**config.mk**
```make
export PLATFORM = sky130hd
export DESIGN_NAME = lr35902_oam_dma
export DESIGN_NICKNAME = d
export VERILOG_FILES = /design/src/rtl/lr35902_oam_dma.sv
export SDC_FILE = /design/constraint.sdc
export NUM_CORES = 1
export LEC_CHECK = 0
export CORE_UTILIZATION = 39
export CTS_CLUSTER_DIAMETER = 80
export CTS_CLUSTER_SIZE = 12
export DETAILED_ROUTE_END_ITERATION = 10
export PLACE_DENSITY_LB_ADDON = 0.15
export SYNTH_ARGS = -nofsm -noshare
export SYNTH_HDL_FRONTEND = slang
export SYNTH_SLANG_ARGS = --single-unit
```
**constraint.sdc**
```tcl
create_clock -name clk -period 4.3 [get_ports clk]
set_input_delay 0.645 -clock clk [delete_from_list [all_inputs] [get_ports clk]]
set_output_delay 0.645 -clock clk [all_outputs]
set_load 0.05 [all_outputs]
```
**src/rtl/lr35902_oam_dma.sv**
```systemverilog
// ---------------------------------------------------------------------------
// lr35902_oam_dma
//
// Sprite attribute (OAM) DMA engine for an LR35902-style system. A CPU write
// to the source register (REG_ADR, normally FF46) latches the source page and
// starts a 160-byte copy from {page,00..9F} into OAM indices 00..9F. Each byte
// takes one read cycle (RD) followed by one write cycle (WR), preceded by a
// single START cycle, so a full transfer keeps 'active' high for 321 cycles.
//
// Ports
//   clk        in   1  system clock, all state changes on the rising edge
//   n_reset    in   1  synchronous active-low reset
//   adr        in  16  CPU address bus
//   din        in   8  CPU write data
//   write      in   1  CPU write strobe
//   read       in   1  CPU read strobe
//   dout       out  8  source register read data (last written value)
//   drv        out  1  dout is valid for the CPU data-bus merge
//   dma_adr    out 16  source address toward the memory map
//   dma_read   out  1  source read strobe (RD cycles only)
//   dma_din    in   8  source read data, valid in the same cycle as dma_read
//   oam_adr    out  8  OAM destination index
//   oam_dout   out  8  OAM write data
//   oam_write  out  1  OAM write strobe (WR cycles only)
//   active     out  1  transfer in progress (START, RD or WR)
// ---------------------------------------------------------------------------
module lr35902_oam_dma #(
  parameter logic [15:0] REG_ADR = 16'hFF46
) (
  input  logic        clk,
  input  logic        n_reset,
  input  logic [15:0] adr,
  input  logic [7:0]  din,
  input  logic        write,
  input  logic        read,
  output logic [7:0]  dout,
  output logic        drv,
  output logic [15:0] dma_adr,
  output logic        dma_read,
  input  logic [7:0]  dma_din,
  output logic [7:0]  oam_adr,
  output logic [7:0]  oam_dout,
  output logic        oam_write,
  output logic        active
);

  localparam logic [7:0] LAST_IDX = 8'd159;

  typedef enum logic [1:0] {
    ST_IDLE  = 2'd0,
    ST_START = 2'd1,
    ST_RD    = 2'd2,
    ST_WR    = 2'd3
  } state_t;

  state_t      state_reg, state_next;
  logic [7:0]  idx_reg, idx_next;
  logic [7:0]  src_reg, src_next;
  logic [7:0]  latch_reg, latch_next;
  logic [15:0] dma_adr_reg, dma_adr_next;
  logic        dma_read_reg, dma_read_next;
  logic [7:0]  oam_adr_reg, oam_adr_next;
  logic [7:0]  oam_dout_reg, oam_dout_next;
  logic        oam_write_reg, oam_write_next;
  logic        active_reg, active_next;
  logic [7:0]  srcmap_next;
  logic        trigger;

  // A write to the source register is the only command; reads and writes to
  // any other address never touch the state machine.
  assign trigger = write && (adr == REG_ADR);

  // Register read path depends on inputs only, so it keeps working in reset.
  assign drv  = read && (adr == REG_ADR);
  assign dout = src_reg;

  assign dma_adr   = dma_adr_reg;
  assign dma_read  = dma_read_reg;
  assign oam_adr   = oam_adr_reg;
  assign oam_dout  = oam_dout_reg;
  assign oam_write = oam_write_reg;
  assign active    = active_reg;

  // -------------------------------------------------------------------------
  // State register. All outputs are registered from the next-state values so
  // each strobe lines up exactly with the state it belongs to.
  // -------------------------------------------------------------------------
  always_ff @(posedge clk) begin
    if (!n_reset) begin
      state_reg     <= ST_IDLE;
      idx_reg       <= 8'h00;
      src_reg       <= 8'h00;
      latch_reg     <= 8'h00;
      dma_adr_reg   <= 16'h0000;
      dma_read_reg  <= 1'b0;
      oam_adr_reg   <= 8'h00;
      oam_dout_reg  <= 8'h00;
      oam_write_reg <= 1'b0;
      active_reg    <= 1'b0;
    end else begin
      state_reg     <= state_next;
      idx_reg       <= idx_next;
      src_reg       <= src_next;
      latch_reg     <= latch_next;
      dma_adr_reg   <= dma_adr_next;
      dma_read_reg  <= dma_read_next;
      oam_adr_reg   <= oam_adr_next;
      oam_dout_reg  <= oam_dout_next;
      oam_write_reg <= oam_write_next;
      active_reg    <= active_next;
    end
  end

  // -------------------------------------------------------------------------
  // Next-state and next-output logic.
  // -------------------------------------------------------------------------
  always_comb begin
    state_next     = state_reg;
    idx_next       = idx_reg;
    src_next       = src_reg;
    latch_next     = latch_reg;
    dma_adr_next   = dma_adr_reg;
    dma_read_next  = 1'b0;
    oam_adr_next   = oam_adr_reg;
    oam_dout_next  = oam_dout_reg;
    oam_write_next = 1'b0;
    active_next    = 1'b0;
    srcmap_next    = 8'h00;

    case (state_reg)
      ST_IDLE: begin
        state_next = ST_IDLE;
      end
      ST_START: begin
        state_next = ST_RD;
        idx_next   = 8'h00;
      end
      ST_RD: begin
        state_next = ST_WR;
        latch_next = dma_din;
      end
      ST_WR: begin
        // idx stops at 159; it is never incremented past the last index.
        if (idx_reg == LAST_IDX) begin
          state_next = ST_IDLE;
        end else begin
          state_next = ST_RD;
          idx_next   = idx_reg + 8'd1;
        end
      end
      default: begin
        state_next = ST_IDLE;
      end
    endcase

    // A trigger overrides the normal sequence from any state, including a
    // restart mid-transfer. The WR strobe of the current cycle is already on
    // the outputs, so a trigger in the last WR cycle still completes index 159.
    // Whatever RD just fetched is dropped.
    if (trigger) begin
      src_next   = din;
      state_next = ST_START;
      latch_next = latch_reg;
    end

    // Echo RAM pages E0..FF alias the work RAM at C0..DF.
    if (src_next > 8'hDF) begin
      srcmap_next = src_next - 8'h20;
    end else begin
      srcmap_next = src_next;
    end

    active_next = (state_next != ST_IDLE);

    if (state_next == ST_RD) begin
      dma_read_next = 1'b1;
      dma_adr_next  = {srcmap_next, idx_next};
    end

    if (state_next == ST_WR) begin
      oam_write_next = 1'b1;
      oam_adr_next   = idx_next;
      oam_dout_next  = latch_next;
    end
  end

endmodule

```
Yosys cells after proc, flatten, opt, wreduce, memory -nomap -nowiden:

Cells that the tools add are included.

* add/subtract/negate cells: 2
* magnitude comparators: 1
* equal/unequal tests: 7
* mux-type cells: 11
* reduce and logical (&&, ||, !) cells: 4

Operators with widths (number)
* two-way mux 8 bit: 5
* equality test 16 bit, second input constant: 1
* one-hot mux 8 bit (2 select lines): 1
* adder 8 x 1 -> 8 bit, second input constant: 1
* equality test 2 bit, second input constant: 4
* equality test 8 bit, second input constant: 1
* > comparator 8 bit, second input constant: 1
* one-hot mux 2 bit (4 select lines): 1
* subtractor 8 x 6 -> 8 bit, second input constant: 1
* two-way mux 2 bit: 2
* equality test 2 x 1 -> 1 bit, second input constant: 1
* logical AND 1 bit: 2
* zero test 2 bit: 1
* two-way mux 1 bit: 2
* nonzero test 2 bit: 1

* register bits after elaboration: 61
* logic and storage cells: 35

Logic depth before layout (Yosys ltp):

* depth in word-level cells: 6
* depth in mapped cells: 9
* gate-level depth less buffers: 8

Least setup slack after synthesis:

Ideal clock, no wire load.

* kind: input-to-output
* start: input adr[4]
* end: output drv
* data arrival time: 2.352 ns
* required time: 3.655 ns
* setup slack: 1.303 ns
* stages: 5
* buffers on the path: 2
* cell sequence: nand4bb_1 -> or4_1 -> buf_2 -> clkbuf_1 -> nor2_1

* word-level cells in the longest chain between the ends: 2

RTL lines
* start, declared: RTL line 32 `input logic [15:0] adr,`
* equality test 16 bit: RTL line 74 `assign drv = read && (adr == REG_ADR);`
* logical AND 1 bit: RTL line 74
* end, declared: RTL line 37 `output logic drv,`

Every way passes these cells.

Worst setup path after layout:

Ends and elaborated chain as after synthesis.

==> flow_summary_export.csv <==
group,metric,value,unit
status,status,"completed",
flow_run,maxCapViolations,0,
layout,largest_reg_flops,16,
setup_path,ff2ff_setup_slack,1.98,ns
timing,hold_viol,0,
yosys,yosys_most_used_dff,"dfxtp_1",
power_and_ir_drop,clkPwrFrac,35.9,%
clock_network,h-tree-depth,2,
layout,nets,371,
global_route,grt_max_degree,65,
timing,drv_slew,0,
power_and_ir_drop,p_per_area,259.4,mW/mm^2
global_route,grt_overflow,0,
timing,skew,0.01132,ns
layout,diodes,0,
clock_network,cts_tree,"built",
min_path,hold_path_depth,2,
yosys,async_reset_ff_share,0,%
yosys,synth_seq_cells,53,
floorplan,num_io_pins,80,
yosys,seq_area_frac_synth,45.30,%
timing,rsz0062_at_grt,"false",
setup_path,path_delay_family,"buffers and inverters",
place,port_buffers,79,
place,place_hpwl,3.993,mm
clock_network,postCtsResizedCells,0,
yosys,syn-num-nets,301,
floorplan,core_area,0.005642,mm^2
detailed_routing,drt_wl_total,5.581,mm
global_route,gr-usage-met3,4.000,%
yosys,synth_warnings,0,
yosys,syn_area,0.002342,mm^2
timing,fmax,282.9,MHz
power_and_ir_drop,swShare,22.36,%
power_and_ir_drop,p_int,0.6538,mW
timing,setup_violations,0,
timing,period_share,82.21,%
yosys,synth_edf_count,0,
clock_network,path_clk_slew,0.10,ns
power_and_ir_drop,leakagePower,1.033,nW
min_path,hold_end,"oam_dout[1]",
timing,fin_setup_tns,0,ns
clock_network,clockBufferDepth,2,
detailed_routing,drtPass1Iterations,4,
yosys,syn_inst,263,
yosys,synth_top_cell_by_area,"dfxtp_1",
clock_network,clock_latency,0.31,ns
setup_path,worstPathMaxFanout,18,
global_route,track_usage,18.36,%
setup_path,required,3.65,ns
min_path,min-delay-start,"oam_dout[1]",
power_and_ir_drop,p_seq_share,58.2,%
floorplan,die_w,79.50,um
detailed_routing,avgRoutedWirePerCell,13.75,um
setup_path,r2r-end,"dma_adr[14]",
global_route,antenna_found_initial,0,
setup_path,cp_num_buf_inv,3,
setup_path,timing.setup.critical_path_class,"primary input to primary output",
timing,min_period,3.535,ns
yosys,yosys.area.top_type_share,45.30,%
setup_path,worst_path_most_repeated_cell,"clkdlybuf4s50_1",
setup_path,cpPeakStageDelay,0.80,ns
power_and_ir_drop,p_comb_share,5.9,%
setup_path,path_cells,"clkdlybuf4s50_1 > nand4bb_1 > or4_1 > buf_4 > nor2_1 > clkdlybuf4s50_1",
timing,worst_pin_slew,0.7589,ns
place,gp_congestion,0.8276,
floorplan,dieHeight,79.50,um
global_route,grt_pass1_vias,1868,
global_route,grt_first_pass_wirelength,9.128,mm
global_route,grtUsageMet1,24.14,%
floorplan,num_rows,27,
clock_network,cts_root_buffer,"clkbuf_8",
clock_network,cts_buffers,5,
setup_path,crit_arrival,2.89,ns
min_path,hold_class,"flop to flop",
floorplan,dieArea,0.006319,mm^2
detailed_routing,drtAntennaViolNets,0,
yosys,postSynthAreaPerCell,8.906,um^2
layout,final_common_cell,"clkdlybuf4s50_1",
setup_path,r2r-start,"idx_reg[0]",
power_and_ir_drop,irDropWorstVdd,0.1369,mV
setup_path,critPathLaunchType,"primary input",
global_route,grt.busiest_layer,"met2",
clock_network,cts_sinks,53,
clock_network,ctsHoldBuffers,0,
setup_path,cp_slowest_cell,"clkdlybuf4s50_1",
setup_path,reg2reg_depth,6,
timing,hold_slack,0.4546,ns
yosys,synth_cell_types,38,
floorplan,initial_core_util,41.52,%
setup_path,crit_path_end_kind,"primary output",
detailed_routing,via_per_inst,5.212,
layout,fin_cells,406,
timing,relSlewSlack,49.40,%
layout,final_cell_mix,"clkdlybuf4s50_1, dfxtp_1, nand2_1",
layout,syn2layout_area_growth,38.62,%
clock_network,post_cts_buffers,0,
detailed_routing,vias,2116,
detailed_routing,drt_iter0_drc,52,
power_and_ir_drop,switchingPower,0.1883,mW
layout,final_util,57.55,%
global_route,grtUsageMet2,29.32,%
yosys,synthTopCellsByArea,"dfxtp_1, mux2i_1, nand2_1, nand3_1, o2111ai_1",
place,dp.cells,398,
detailed_routing,drc_errors,0,
layout,drive_gt1_share,5.689,%
## power groups by stage
stage                     Sequential, mW  Combinational [mW]  Clock, mW
after global placement             0.502              0.0497          0
after detailed placement           0.502              0.0497          0
final                              0.490              0.0497      0.302
after global routing               0.491              0.0539      0.333
after floorplan                    0.502              0.0153          0
after CTS                          0.490              0.0500      0.312
## through the flow
stage / worst slack, ns / instance area, um^2 / total power [mW]
finish: 0.7648 / 3247 / 0.8421
detailed placement: 0.7460 / 3147 / 0.5516
global route: 0.6978 / 3247 / 0.8772
global placement: 0.7733 / 3147 / 0.5515
floorplan: 1.303 / 2342 / 0.5172
CTS: 0.7513 / 3247 / 0.8528
## per-layer routing
layer	part of all wire (%)	wire [um]
met1	47	2645
met2	45	2519
met3	5.4	302
met4	2.0	114
met5	0	0
## worst max-delay path by stage
stage | start | endpoint | slack (ns) | cells past startpoint
global route | adr[4] | drv | 0.70 | 6
floorplan | adr[4] | drv | 1.30 | 5
detailed placement | adr[4] | drv | 0.75 | 6
finish | adr[4] | drv | 0.76 | 6
global placement | adr[4] | drv | 0.77 | 6
CTS | adr[4] | drv | 0.75 | 6
## area by class of cell
class | instances | area [um^2]
fill | 532 | 2395
inverter | 8 | 30.03
multi-input combinational | 182 | 1150
clock buffer | 6 | 82.58
sequential | 53 | 1061
timing repair buffer | 83 | 815.8
tap | 72 | 90.09
clock inverter | 2 | 17.52
## cells in the mapped netlist (3+ instances only)
master,count
a21oi_1,12
and2_1,6
buf_2,3
buf_6,3
clkbuf_1,14
dfxtp_1,53
inv_1,8
mux2i_1,24
nand2_1,49
nand3_1,17
nand4_1,3
nor2_1,5
nor3_1,5
o2111ai_1,8
o211ai_1,6
o21a_1,4
o21ai_0,9
o21ai_1,8
## worst reg2reg max path: cells and delay by family (launching register included)
family	cells	cell delay [ns]
muxes	1	0.19
and+or+nand+nor	1	0.33
buffers and inverters	1	0.31
adders and majority gates	1	0.28
AOI/OAI and AO/OA	2	0.74
DFF	1	0.39
## kinds of logic (layout without fill, tap and decap cells)
kind of cell    count (synthesis)  in the layout  share of synthesized area, %
compound gates                 56             56                         16.24
mux                            26             26                         11.22
flops                          53             53                         45.30
fa+ha+maj                       2              2                         1.068
simple gates                   98             98                         20.57
buf+inv                        28             99                         5.609
No activity file was read; power rests on OpenSTA's default activity.
